[src/rtl/priority_encoder_seq.sv]
// priority_encoder_seq: sequential 16-input priority encoder with a request
// pending register and a valid/ack handshake on the granted code.
// Requests are latched into a pending register. In IDLE, the highest
// eligible pending index is loaded into a and v rises. In PRESENT the code
// is held until ack, which clears that pending bit and returns to IDLE.
// A request that arrives for a bit that is already pending, and is not
// being cleared in that cycle, sets the sticky ovf flag.
// Optional feature: define PRIORITY_ENCODER_MASK_EN to add the per-bit
// eligibility mask input m (1 = eligible).
module priority_encoder_seq (
    input  logic        clk,
    input  logic        rst_n,
    input  logic        e,
    input  logic [15:0] d,
    input  logic        ack,
`ifdef PRIORITY_ENCODER_MASK_EN
    input  logic [15:0] m,
`endif
    output logic [3:0]  a,
    output logic        v,
    output logic        ovf
);

    typedef enum logic {
        IDLE    = 1'b0,
        PRESENT = 1'b1
    } state_t;

    state_t      state_q, state_d;
    logic [15:0] pend_q, pend_d;
    logic [3:0]  a_q, a_d;
    logic        ovf_q, ovf_d;

    logic [15:0] eligible;
    logic [15:0] set_vec;
    logic [15:0] clr_vec;
    logic [3:0]  top_idx;
    logic        any_eligible;
    logic        grant_done;

    // Pending bits that may be granted this cycle.
`ifdef PRIORITY_ENCODER_MASK_EN
    assign eligible = pend_q & m;
`else
    assign eligible = pend_q;
`endif

    // Highest set index of the eligible vector.
    always_comb begin
        // NOTE: give every combinational output a default first so no path
        // leaves it unassigned, which would infer a latch.
        top_idx      = 4'd0;
        any_eligible = 1'b0;
        for (int i = 0; i < 16; i++) begin
            if (eligible[i]) begin
                top_idx      = 4'(i);
                any_eligible = 1'b1;
            end
        end
    end

    // An acknowledged grant completes only while a code is being presented.
    assign grant_done = (state_q == PRESENT) && ack;
    assign set_vec    = e ? d : 16'h0000;
    assign clr_vec    = grant_done ? (16'h0001 << a_q) : 16'h0000;

    // State register.
    always_ff @(posedge clk) begin
        // NOTE: reset is sampled on the clock edge, so it lives inside the
        // clocked branch rather than in the sensitivity list.
        if (!rst_n) begin
            state_q <= IDLE;
        end else begin
            // NOTE: non-blocking assignment so every register updates from
            // the values that existed before the edge.
            state_q <= state_d;
        end
    end

    // Next-state logic: grant when something is eligible, release on ack.
    always_comb begin
        state_d = state_q;
        unique case (state_q)
            IDLE:    if (any_eligible) state_d = PRESENT;
            PRESENT: if (ack)          state_d = IDLE;
            default: state_d = IDLE;
        endcase
    end

    // Output logic: v is the state itself, so it is glitch-free and registered.
    always_comb begin
        v   = (state_q == PRESENT);
        a   = a_q;
        ovf = ovf_q;
    end

    // Datapath next values: pending set/clear, code load, overflow detect.
    always_comb begin
        // Set wins over the clear of the bit being acknowledged.
        pend_d = (pend_q & ~clr_vec) | set_vec;
        a_d    = a_q;
        if (state_q == IDLE && any_eligible) begin
            a_d = top_idx;
        end
        ovf_d = ovf_q | (|(set_vec & pend_q & ~clr_vec));
    end

    // Datapath registers.
    always_ff @(posedge clk) begin
        if (!rst_n) begin
            pend_q <= 16'h0000;
            a_q    <= 4'h0;
            ovf_q  <= 1'b0;
        end else begin
            pend_q <= pend_d;
            a_q    <= a_d;
            ovf_q  <= ovf_d;
        end
    end

endmodule

[config.mk]
export PLATFORM = sky130hd
export DESIGN_NAME = priority_encoder_seq
export DESIGN_NICKNAME = d
export VERILOG_FILES = /design/src/rtl/priority_encoder_seq.sv
export SDC_FILE = /design/constraint.sdc
export NUM_CORES = 1
export LEC_CHECK = 0
export CAP_MARGIN = 20
export CORE_UTILIZATION = 50
export CTS_CLUSTER_DIAMETER = 100
export DETAILED_ROUTE_END_ITERATION = 10
export PLACE_DENSITY = 0.79
export SLEW_MARGIN = 20
export SYNTH_ARGS = -nofsm -noshare
export SYNTH_HDL_FRONTEND = slang
export SYNTH_SLANG_ARGS = --single-unit
[constraint.sdc]
create_clock -name clk -period 1.9 [get_ports clk]
set_clock_uncertainty 0.1 [all_clocks]
set_input_delay 0.38 -clock clk [delete_from_list [all_inputs] [get_ports clk]]
set_output_delay 0.38 -clock clk [all_outputs]
set_load 0.02 [all_outputs]
* Word level (Yosys, flattened, before mapping)
Index checks and enable logic that the tools add are counted.
** Word-level totals
- Bits of input ports :: 20
- Output and inout bits :: 6
- Word-level logic and storage cells :: 51
- Register bits :: 22
** Operators by class
- Reduce and logical (&&, ||, !) cells :: 3
- Shifts and indexed selects :: 1
- Multiplexer cells :: 36
- Bitwise gates (word level) :: 7
** Operator list (count)
- 4-bit two-way mux :: 13
- 16-bit bitwise AND :: 3
- 16-bit two-way mux :: 2
- 1-bit two-way mux :: 19
- 16-bit inverter :: 1
- 16-bit bitwise OR :: 1
- 16-bit OR reduction :: 1
- 1-bit by 4-bit left shift with 16-bit output (first input constant) :: 1
- 1-bit logical AND :: 2
- 2-bit two-way mux :: 1
- 1-bit case mux with 2 select lines :: 1
- 1-bit inverter :: 1
- 1-bit bitwise OR :: 1

* Longest topological paths before layout
Gate-level depths: netlist (run 1).
- Depth in word-level cells :: 18
- Gate-level depth with buffers :: 7
- Depth with buffers taken out :: 5

* Least setup slack after synthesis (run 1)
Ideal clock, no wire load.
- Path kind :: register to register
- From :: register state_q, in the netlist v
- To :: register ovf_q, in the netlist ovf
- Clock period less this slack :: 1.863 ns
- Buffers on the path :: 0
- Arrival :: 1.637 ns
- Stages on the path, launching flop included :: 6
- Setup time :: 0.125 ns
- Slack :: 0.037 ns
- Required time :: 1.675 ns
- Path through :: dfxtp_1 -> and4_2 -> a21oi_4 -> a2111oi_2 -> nand3_1 -> o41a_1
** Between the ends
- Longest elaborated chain between the ends :: 6
** RTL lines
- start, declared :: line 29 : state_t state_q, state_d;
- start signal, assigned :: line 76 : state_q <= state_d;
- 1-bit logical AND :: line 63 : assign grant_done = (state_q == PRESENT) && ack;
- 16-bit two-way mux :: line 65 : assign clr_vec = grant_done ? (16'h0001 << a_q) : 16'h0000;
- 16-bit inverter :: line 105 : ovf_d = ovf_q | (|(set_vec & pend_q & ~clr_vec));
- 16-bit bitwise AND :: line 105
- 16-bit OR reduction :: line 105
- 1-bit bitwise OR :: line 105
- end signal, assigned :: line 117 : ovf_q <= ovf_d;
- end, declared :: line 32 : logic ovf_q, ovf_d;
Every way passes these cells.
A chain may end at the register's enable or synchronous reset.

* Worst setup path after layout (run 1)
- From :: register ovf_q, in the netlist ovf
- To :: output port ovf
** RTL lines
- end, declared :: line 21 : output logic ovf
No word-level cell between the ends.

==> impl_metrics.tcl, run 1 <==
set metrics [dict create \
    status "completed" \
    setup_violations 0 \
    tritoncts "yes" \
    worst_pin_slew_ps 423 \
    path_clk_slew_ps 140 \
    holdCritStartpoint "ack" \
    drive_gt1_share_pct 20.5 \
    reg2reg_from "a[0]$_SDFFE_PN0P_" \
    post_cts_buffers 0 \
    min_to "v$_SDFF_PN0_" \
    max_stage_delay_ps 610 \
    path_delay_family "buffers and inverters" \
    clk_path_buf_depth 2 \
    holdWs_ps 349 \
    synth_most_common_cell "nand2_1" \
    nets 226 \
    die_area_sq_um 2640 \
    yosysTopAreaCellShare_pct 36.1 \
    p_total_mw 1.19 \
    yosys_register_bits 22 \
    drt_wl_total_um 3510 \
    drcViolationCount 0 \
    cp_data_required_time_ps 1420 \
    finalHoldViolations 0 \
    min_path_cells 2 \
    cpMaxStageDelayCell "clkdlybuf4s50_1" \
    cp-startpoint "ovf$_SDFF_PN0_" \
    finalCritPeriodShare_pct 93.9 \
    p_sw_mw 0.385 \
    drtAntennaViolNets 0 \
    wire_per_inst_um 15.1 \
    grt_first_pass_wirelength_um 5740 \
    p_seq_share_pct 45.8 \
    routed_via_density 5.89 \
    grt-ovfl-total 0 \
    syn-cell-area_sq_um 1220 \
    portBuffers 25 \
    tns_ps 0 \
    fin_crit_ps 1780 \
    reg2regPathDepth 5 \
    arrival_ps 1300 \
    timing.fmax_mhz 560 \
    clkPwrFrac_pct 23.3 \
    synth-async-reset-ratio_pct 0 \
    power.leakage_nw 0.690 \
    cts_max_level 1 \
    slew_violations 0 \
    comb_power_share_pct 30.9 \
    synthTopCellsByArea "dfxtp_1 36%, a21oi_1 8.2%, nand2_1 7.7%" \
    final_area_sq_um 1680 \
    r2r_slack_ps 120 \
    grt_max_degree 15 \
    synth_top_cells_by_count "25 x nand2_1, 22 x dfxtp_1, 20 x a21oi_1, 15 x nor2_1, 13 x nand3_1" \
    initial_core_util_pct 54.1 \
    drtIter0Drc 62 \
    endpoint_kind "output pin" \
    num_antenna_cells 0 \
    p_per_area_nw_per_um2 708 \
    synth.distinct_cells 41 \
    n_fill_cell 197 \
    rr_endpoint "ovf$_SDFF_PN0_" \
    fp.dieH_um 51.4 \
    ir_drop_v 0.000577 \
    antenna_found_initial 0 \
    ys_warn_count 0 \
    maxCapViolations 0 \
    placedInstanceArea_sq_um 1640 \
    coreArea_sq_um 2250 \
    gp_congestion 0.919 \
    cts_buffers 3 \
    dr.pass1.iters 4 \
    dieWidth_um 51.4 \
    cts-root-buf "clkbuf_4" \
    relSlewSlack_pct 71.6 \
    vias 1372 \
    synth_fp_nets 180 \
    synthCells 160 \
    critical_path.max_fanout 2 \
    cts_num_sinks 22 \
    p_sw_share_pct 32.3 \
    ys_seq_area_share_pct 36.1 \
    rsz0062_at_grt "no" \
    holdCritPathClass "primary input to flip-flop" \
    crit_buf_inv 1 \
    clk_latency_ps 320 \
    p_int_mw 0.807 \
    grt_pass1_vias 1270 \
    area_delta_synth_final_pct 38.1 \
    rows 17 \
    synth_edf_count 0 \
    yosysTopAreaCell "dfxtp_1" \
    crit_type "flip-flop to output pin" \
    synthFlopType "dfxtp_1" \
    cp_cell_sequence "clkdlybuf4s50_1" \
    dp_hpwl_um 2700 \
    critPathLaunchType "flip-flop" \
    io_pins 26 \
    grtUsageTotal_pct 29.6 \
    syn-mean-instance-area_sq_um 7.62 \
]
[cell usage in the layout, fill, tap and decap left out, types with 2 or more instances in the layout]
| master | n |
|---|---|
| clkbuf_4 | 3 |
| inv_1 | 4 |
| o21ai_0 | 2 |
| o22ai_1 | 3 |
| buf_4 | 26 |
| clkdlybuf4s50_1 | 19 |
| nand3_1 | 13 |
| a211oi_1 | 2 |
| dfxtp_1 | 21 |
| nor2_1 | 15 |
| dlygate4sd2_1 | 5 |
| nand2_1 | 25 |
| nor4_1 | 4 |
| a31oi_1 | 5 |
| o21bai_1 | 2 |
| nand2b_1 | 2 |
| a21oi_1 | 20 |
| a22oi_1 | 6 |
[flip-flops by register name, indices dropped and copies added (netlist names)]
signal and cells:
ovf 1, eligible 16, a 4, v 1
[area by class of cell]
type | count | area, sq um | share of cell area, %
Sequential cell | 22 | 442 | 26.2
Timing Repair Buffer | 51 | 442 | 26.2
Inverter | 5 | 18.8 | 1.11
Clock buffer | 4 | 36.3 | 2.15
Tap cell | 28 | 35.0 | 2.08
Multi-Input combinational cell | 123 | 711 | 42.2
[through the flow]
| step | setup WS (ps) | std cells | util [%] |
|---|---|---|---|
| after floorplan | 37.5 | 160 | - |
| after global placement | -369 | 229 | 72.9 |
| after detailed placement | -418 | 229 | 72.9 |
| after CTS | 22.1 | 233 | 74.3 |
| after global routing | 3.94 | 233 | 74.7 |
| final | 116 | 233 | 74.7 |
[worst max-delay path by stage]
stage                      to  cells after the start
2_1_floorplan  ovf$_SDFF_PN0_                      5
3_3_place_gp   ovf$_SDFF_PN0_                      6
3_5_place_dp   ovf$_SDFF_PN0_                      6
4_1_cts                  a[3]                      1
5_1_grt        ovf$_SDFF_PN0_                      5
6_report                  ovf                      1
[power by group through the flow]
| stage | Combinational [mW] | Sequential (mW) | Clock (mW) |
|---|---|---|---|
| after floorplan | 0.177 | 0.562 | 0 |
| after global placement | 0.364 | 0.552 | 0 |
| final | 0.369 | 0.546 | 0.278 |
| after global routing | 0.398 | 0.552 | 0.303 |
| after CTS | 0.364 | 0.544 | 0.276 |
| after detailed placement | 0.371 | 0.554 | 0 |
[cell families (layout without fill, tap and decap cells)]
kind of cell	after synthesis	after routing	synth area share [%]
and+or+nand+nor	72	72	29.5
AOI/OAI and AO/OA	50	50	27.3
DFF	22	22	36.1
buffers and inverters	15	60	6.26
muxes	1	1	0.821
[layer usage]
metal / vias to the layer above / share of wire (%) / global-route usage (%) / wire (um)
met4: 0 / 1.5 / 13.5 / 54
li1: 673 / - / - / -
met5: - / 0 / 0 / 0
met1: 641 / 46 / 39.3 / 1610
met3: 6 / 5.7 / 4.76 / 199
met2: 52 / 47 / 46.3 / 1650
[timing repair]
item                                    4_1_cts  5_1_grt
pin swaps                                     1        0
resized for setup                             7        3
endpoints found under the setup margin        5        2
hold buffers                                  0        0
Note: power is estimated with default switching activity, not from simulation.
==> inputs of run 2 (changes only) <==
--- a/config.mk
+++ b/config.mk
@@ -10,6 +10,7 @@
 export CTS_CLUSTER_DIAMETER = 100
 export DETAILED_ROUTE_END_ITERATION = 10
 export PLACE_DENSITY = 0.79
+export RECOVER_POWER = 25
 export SLEW_MARGIN = 20
 export SYNTH_ARGS = -nofsm -noshare
 export SYNTH_HDL_FRONTEND = slang
==> impl_metrics.tcl, run 2 (synthesized netlist as in run 1, its figures left out) <==
set metrics [dict create \
    grt_first_pass_wirelength_um 5740 \
    post_cts_buffers 0 \
    num_antenna_cells 0 \
    area_delta_synth_final_pct 37.4 \
    routed_via_density 5.88 \
    path_clk_slew_ps 140 \
    drcViolationCount 0 \
    gp_congestion 0.919 \
    crit_type "flip-flop to output pin" \
    timing.fmax_mhz 560 \
    ir_drop_v 0.000578 \
    fp.dieH_um 51.4 \
    die_area_sq_um 2640 \
    p_total_mw 1.19 \
    cp_cell_sequence "clkdlybuf4s50_1" \
    path_delay_family "buffers and inverters" \
    initial_core_util_pct 54.1 \
    critPathLaunchType "flip-flop" \
    endpoint_kind "output pin" \
    grt-ovfl-total 0 \
    n_fill_cell 197 \
    rows 17 \
    cp_data_required_time_ps 1420 \
    dp_hpwl_um 2700 \
    dieWidth_um 51.4 \
    drive_gt1_share_pct 19.5 \
    fin_crit_ps 1790 \
    setup_violations 0 \
    slew_violations 0 \
    relSlewSlack_pct 71.5 \
    clk_latency_ps 320 \
    cp-startpoint "ovf$_SDFF_PN0_" \
    drtAntennaViolNets 0 \
    drt_wl_total_um 3520 \
    holdCritPathClass "primary input to flip-flop" \
    status "completed" \
    clk_path_buf_depth 2 \
    layout_commonest_cell "nand2_1" \
    portBuffers 25 \
    finalHoldViolations 0 \
    worst_pin_slew_ps 424 \
    rsz0062_at_grt "no" \
    grt_pass1_vias 1270 \
    cts-root-buf "clkbuf_4" \
    cts_buffers 3 \
    antenna_found_initial 0 \
    wire_per_inst_um 15.1 \
    tritoncts "yes" \
    arrival_ps 1310 \
    critical_path.max_fanout 2 \
    register_area_sq_um 442 \
    dr.pass1.iters 4 \
    power.leakage_nw 0.683 \
    io_pins 26 \
    grt_max_degree 15 \
    cts_max_level 1 \
    largest_reg_flops 16 \
    finalCritPeriodShare_pct 94.0 \
    mostFrequentLayoutCells "25 x nand2_1, 24 x buf_4, 21 x dfxtp_1" \
    crit_buf_inv 1 \
    holdCritStartpoint "ack" \
    drtIter0Drc 61 \
    cpMaxStageDelayCell "clkdlybuf4s50_1" \
    p_per_area_nw_per_um2 711 \
    holdBufCountCts 0 \
    vias 1370 \
    reg2reg_from "a[0]$_SDFFE_PN0P_" \
    max_stage_delay_ps 610 \
    coreArea_sq_um 2250 \
    grtUsageTotal_pct 29.6 \
    multiInputGateArea_sq_um 711 \
    nets 226 \
    holdWs_ps 346 \
    cts_num_sinks 22 \
    maxCapViolations 0 \
]
==> run 2: changes by cell type in the layout (fill, tap and decap cells not counted), sizes merged <==
cell,previous run,this run
buf,26,24
clkdlybuf4s50,19,18
clkbuf,4,6
dlygate4sd3,0,1
==> run 2: worst paths after layout <==
path         depth (start not counted)  slack, ps                 to
min reg2reg                          2        420  a[3]$_SDFFE_PN0P_
min                                  2        350       v$_SDFF_PN0_
max reg2reg                          5        120     ovf$_SDFF_PN0_
max                                  1        110                ovf
==> run 2: worst reg2reg max path: stages (launching register included) <==
cell and delay, ps:
dfxtp_1 400, nor2b_1 310, a21oi_1 140, a2111oi_2 300
nand3_1 130, o41a_1 320
==> run 2: cell type report <==
type                       count  share of cell area, %
timing repair buffer          51                   25.9
sequential                    22                   26.3
inverter                       5                   1.12
tap                           28                   2.09
multi-input combinational    123                   42.4
clock buffer                   4                   2.16
==> run 2: metrics by stage <==
stage	TNS, ps	setup WS, ps	utilization [%]	area (sq um)	cells
2_1_floorplan	0	37.5	-	1220	160
3_3_place_gp	-369	-369	72.9	1640	229
3_5_place_dp	-418	-418	72.9	1640	229
4_1_cts	0	22.1	74.3	1680	233
5_1_grt	0	3.94	74.4	1680	233
6_report	0	114	74.4	1680	233
==> run 2: layer usage <==
| metal | track usage [%] | wire length, um | vias to the layer above |
|---|---|---|---|
| met2 | 46.3 | 1660 | 40 |
| met4 | 13.5 | 54 | 0 |
| li1 | - | - | 673 |
| met1 | 39.3 | 1650 | 651 |
| met5 | 0 | 0 | - |
| met3 | 4.76 | 156 | 6 |
==> run 2: what timing repair did <==
action                                 in CTS  in global routing
gates resized for setup                     7                  3
setup endpoints to repair                   5                  2
endpoints found under the hold margin       0                  0
pin swaps                                   1                  0
==> run 2: power breakdown <==
group	internal, mW	total (mW)	switching [mW]
Combinational	0.186	0.366	0.180
Sequential	0.502	0.546	0.0445
Clock	0.117	0.279	0.162
Total	0.805	1.19	0.387
==> inputs of run 3 (changes only) <==
--- a/config.mk
+++ b/config.mk
@@ -6,10 +6,9 @@
 export NUM_CORES = 1
 export LEC_CHECK = 0
 export CAP_MARGIN = 20
-export CORE_UTILIZATION = 50
+export CORE_UTILIZATION = 30
 export CTS_CLUSTER_DIAMETER = 100
 export DETAILED_ROUTE_END_ITERATION = 10
-export PLACE_DENSITY = 0.79
 export RECOVER_POWER = 25
 export SLEW_MARGIN = 20
 export SYNTH_ARGS = -nofsm -noshare
==> constraint.sdc (replaced) <==
create_clock -name clk -period 2 [get_ports clk]
set_clock_uncertainty 0.1 [all_clocks]
set_input_delay 0.4 -clock clk [delete_from_list [all_inputs] [get_ports clk]]
set_output_delay 0.4 -clock clk [all_outputs]
set_load 0.02 [all_outputs]
==> impl_metrics.tcl, run 3 (synthesized netlist as in run 1, its figures left out) <==
set metrics [dict create \
    path_delay_family "buffers and inverters" \
    clk_latency_ps 270 \
    n_fill_cell 388 \
    setup_violations 0 \
    dp_hpwl_um 2670 \
    critPathLaunchType "flip-flop" \
    arrival_ps 1360 \
    p_per_area_nw_per_um2 669 \
    dr.pass1.iters 4 \
    clk_path_buf_depth 2 \
    holdCritPathClass "flip-flop to flip-flop" \
    grt_pass1_vias 1243 \
    finalHoldViolations 0 \
    rsz0062_at_grt "no" \
    worst_pin_slew_ps 540 \
    wire_per_inst_um 13.9 \
    r2r_slack_ps 140 \
    power.leakage_nw 0.646 \
    register_area_sq_um 442 \
    relSlewSlack_pct 63.7 \
    cts_max_level 1 \
    grtUsageTotal_pct 17.6 \
    num_antenna_cells 0 \
    p_total_mw 1.13 \
    holdCritStartpoint "eligible[10]$_SDFF_PN0_" \
    drtIter0Drc 74 \
    cts_buffers 3 \
    dieWidth_um 65.8 \
    timing.fmax_mhz 537 \
    cts-root-buf "clkbuf_8" \
    cp_data_required_time_ps 1500 \
    fp.dieH_um 65.8 \
    finalCritPeriodShare_pct 93.2 \
    initial_core_util_pct 32.3 \
    fin_crit_ps 1860 \
    drt_wl_total_um 3470 \
    maxCapViolations 0 \
    slew_violations 0 \
    routed_via_density 5.35 \
    cts_num_sinks 22 \
    gp_congestion 0.875 \
    coreArea_sq_um 3770 \
    vias 1337 \
    layout_commonest_cell "nand2_1" \
    reg2regPathDepth 5 \
    path_clk_slew_ps 80 \
    mostFrequentLayoutCells "25 x nand2_1, 23 x clkdlybuf4s50_1, 22 x buf_4" \
    holdWs_ps 427 \
    max_stage_delay_ps 650 \
    grt-ovfl-total 0 \
    drtAntennaViolNets 0 \
    cp_cell_sequence "clkdlybuf4s50_1" \
    min_to "eligible[10]$_SDFF_PN0_" \
    setup_ws_ps 136 \
    grt_max_degree 12 \
    multiInputGateArea_sq_um 707 \
    ir_drop_v 0.000448 \
    endpoint_kind "output pin" \
    reg2reg_from "a[3]$_SDFFE_PN0P_" \
    dp_slack_ps -386 \
    status "completed" \
    min_path_cells 2 \
    drive_gt1_share_pct 18.3 \
    antenna_found_initial 0 \
    crit_buf_inv 1 \
    drcViolationCount 0 \
    rows 22 \
    rr_endpoint "ovf$_SDFF_PN0_" \
    nets 224 \
    area_delta_synth_final_pct 38.6 \
    largest_reg_flops 16 \
    io_pins 26 \
    die_area_sq_um 4330 \
    crit_type "flip-flop to output pin" \
    portBuffers 25 \
    tritoncts "yes" \
    critical_path.max_fanout 6 \
    cpMaxStageDelayCell "clkdlybuf4s50_1" \
    grt_first_pass_wirelength_um 5820 \
]
## run 3: how the worst max path moves through the flow
stage	from	endpoint	slack, ps	cells after the start
2_1_floorplan	v$_SDFF_PN0_	ovf$_SDFF_PN0_	140	5
3_3_place_gp	ack	ovf$_SDFF_PN0_	-310	6
3_5_place_dp	ack	ovf$_SDFF_PN0_	-390	6
4_1_cts	v$_SDFF_PN0_	v	90	1
5_1_grt	e	ovf$_SDFF_PN0_	30	7
6_report	a[3]$_SDFFE_PN0P_	a[3]	140	1
## run 3: layout make-up
type,instances,share of cell area (%)
Multi-Input combinational cell,123,41.8
Timing Repair Buffer,49,24.9
Inverter,5,1.11
Clock buffer,3,2.44
Sequential cell,22,26.1
Tap cell,48,3.55
## run 3: power breakdown
part	switching, mW	internal (mW)	leakage (nW)	total, mW
clock network	0.143	0.135	0.0216	0.277
logic	0.161	0.171	0.441	0.332
registers	0.0465	0.476	0.183	0.523
## run 3: repair_timing
item,4_1_cts,5_1_grt
pin swaps,0,0
hold endpoints to repair,0,0
cloned,0,0
resized for setup,2,2
hold buffers,0,0
setup endpoints to repair,1,1
setup buffers,0,0
## run 3: routing by layer
layer  track usage [%]  part of all wire, %  up-vias  routed length (um)
li1                  -                    -      670                   -
met1              23.4                   46      623                1590
met2              27.9                   48       38                1660
met3              3.79                  5.1        6                 177
met4              5.71                  1.5        0                  51
met5                 0                    0        -                   0
## run 3: metrics by stage
stage                     TNS [ps]  util, %  cell area, sq um  instances
after CTS                        0     44.9              1690        250
after global routing             0     44.8              1690        250
after floorplan                  0        -              1220        160
after global placement        -314     43.8              1650        247
after detailed placement      -386     43.8              1650        247
final                            0     44.8              1690        250
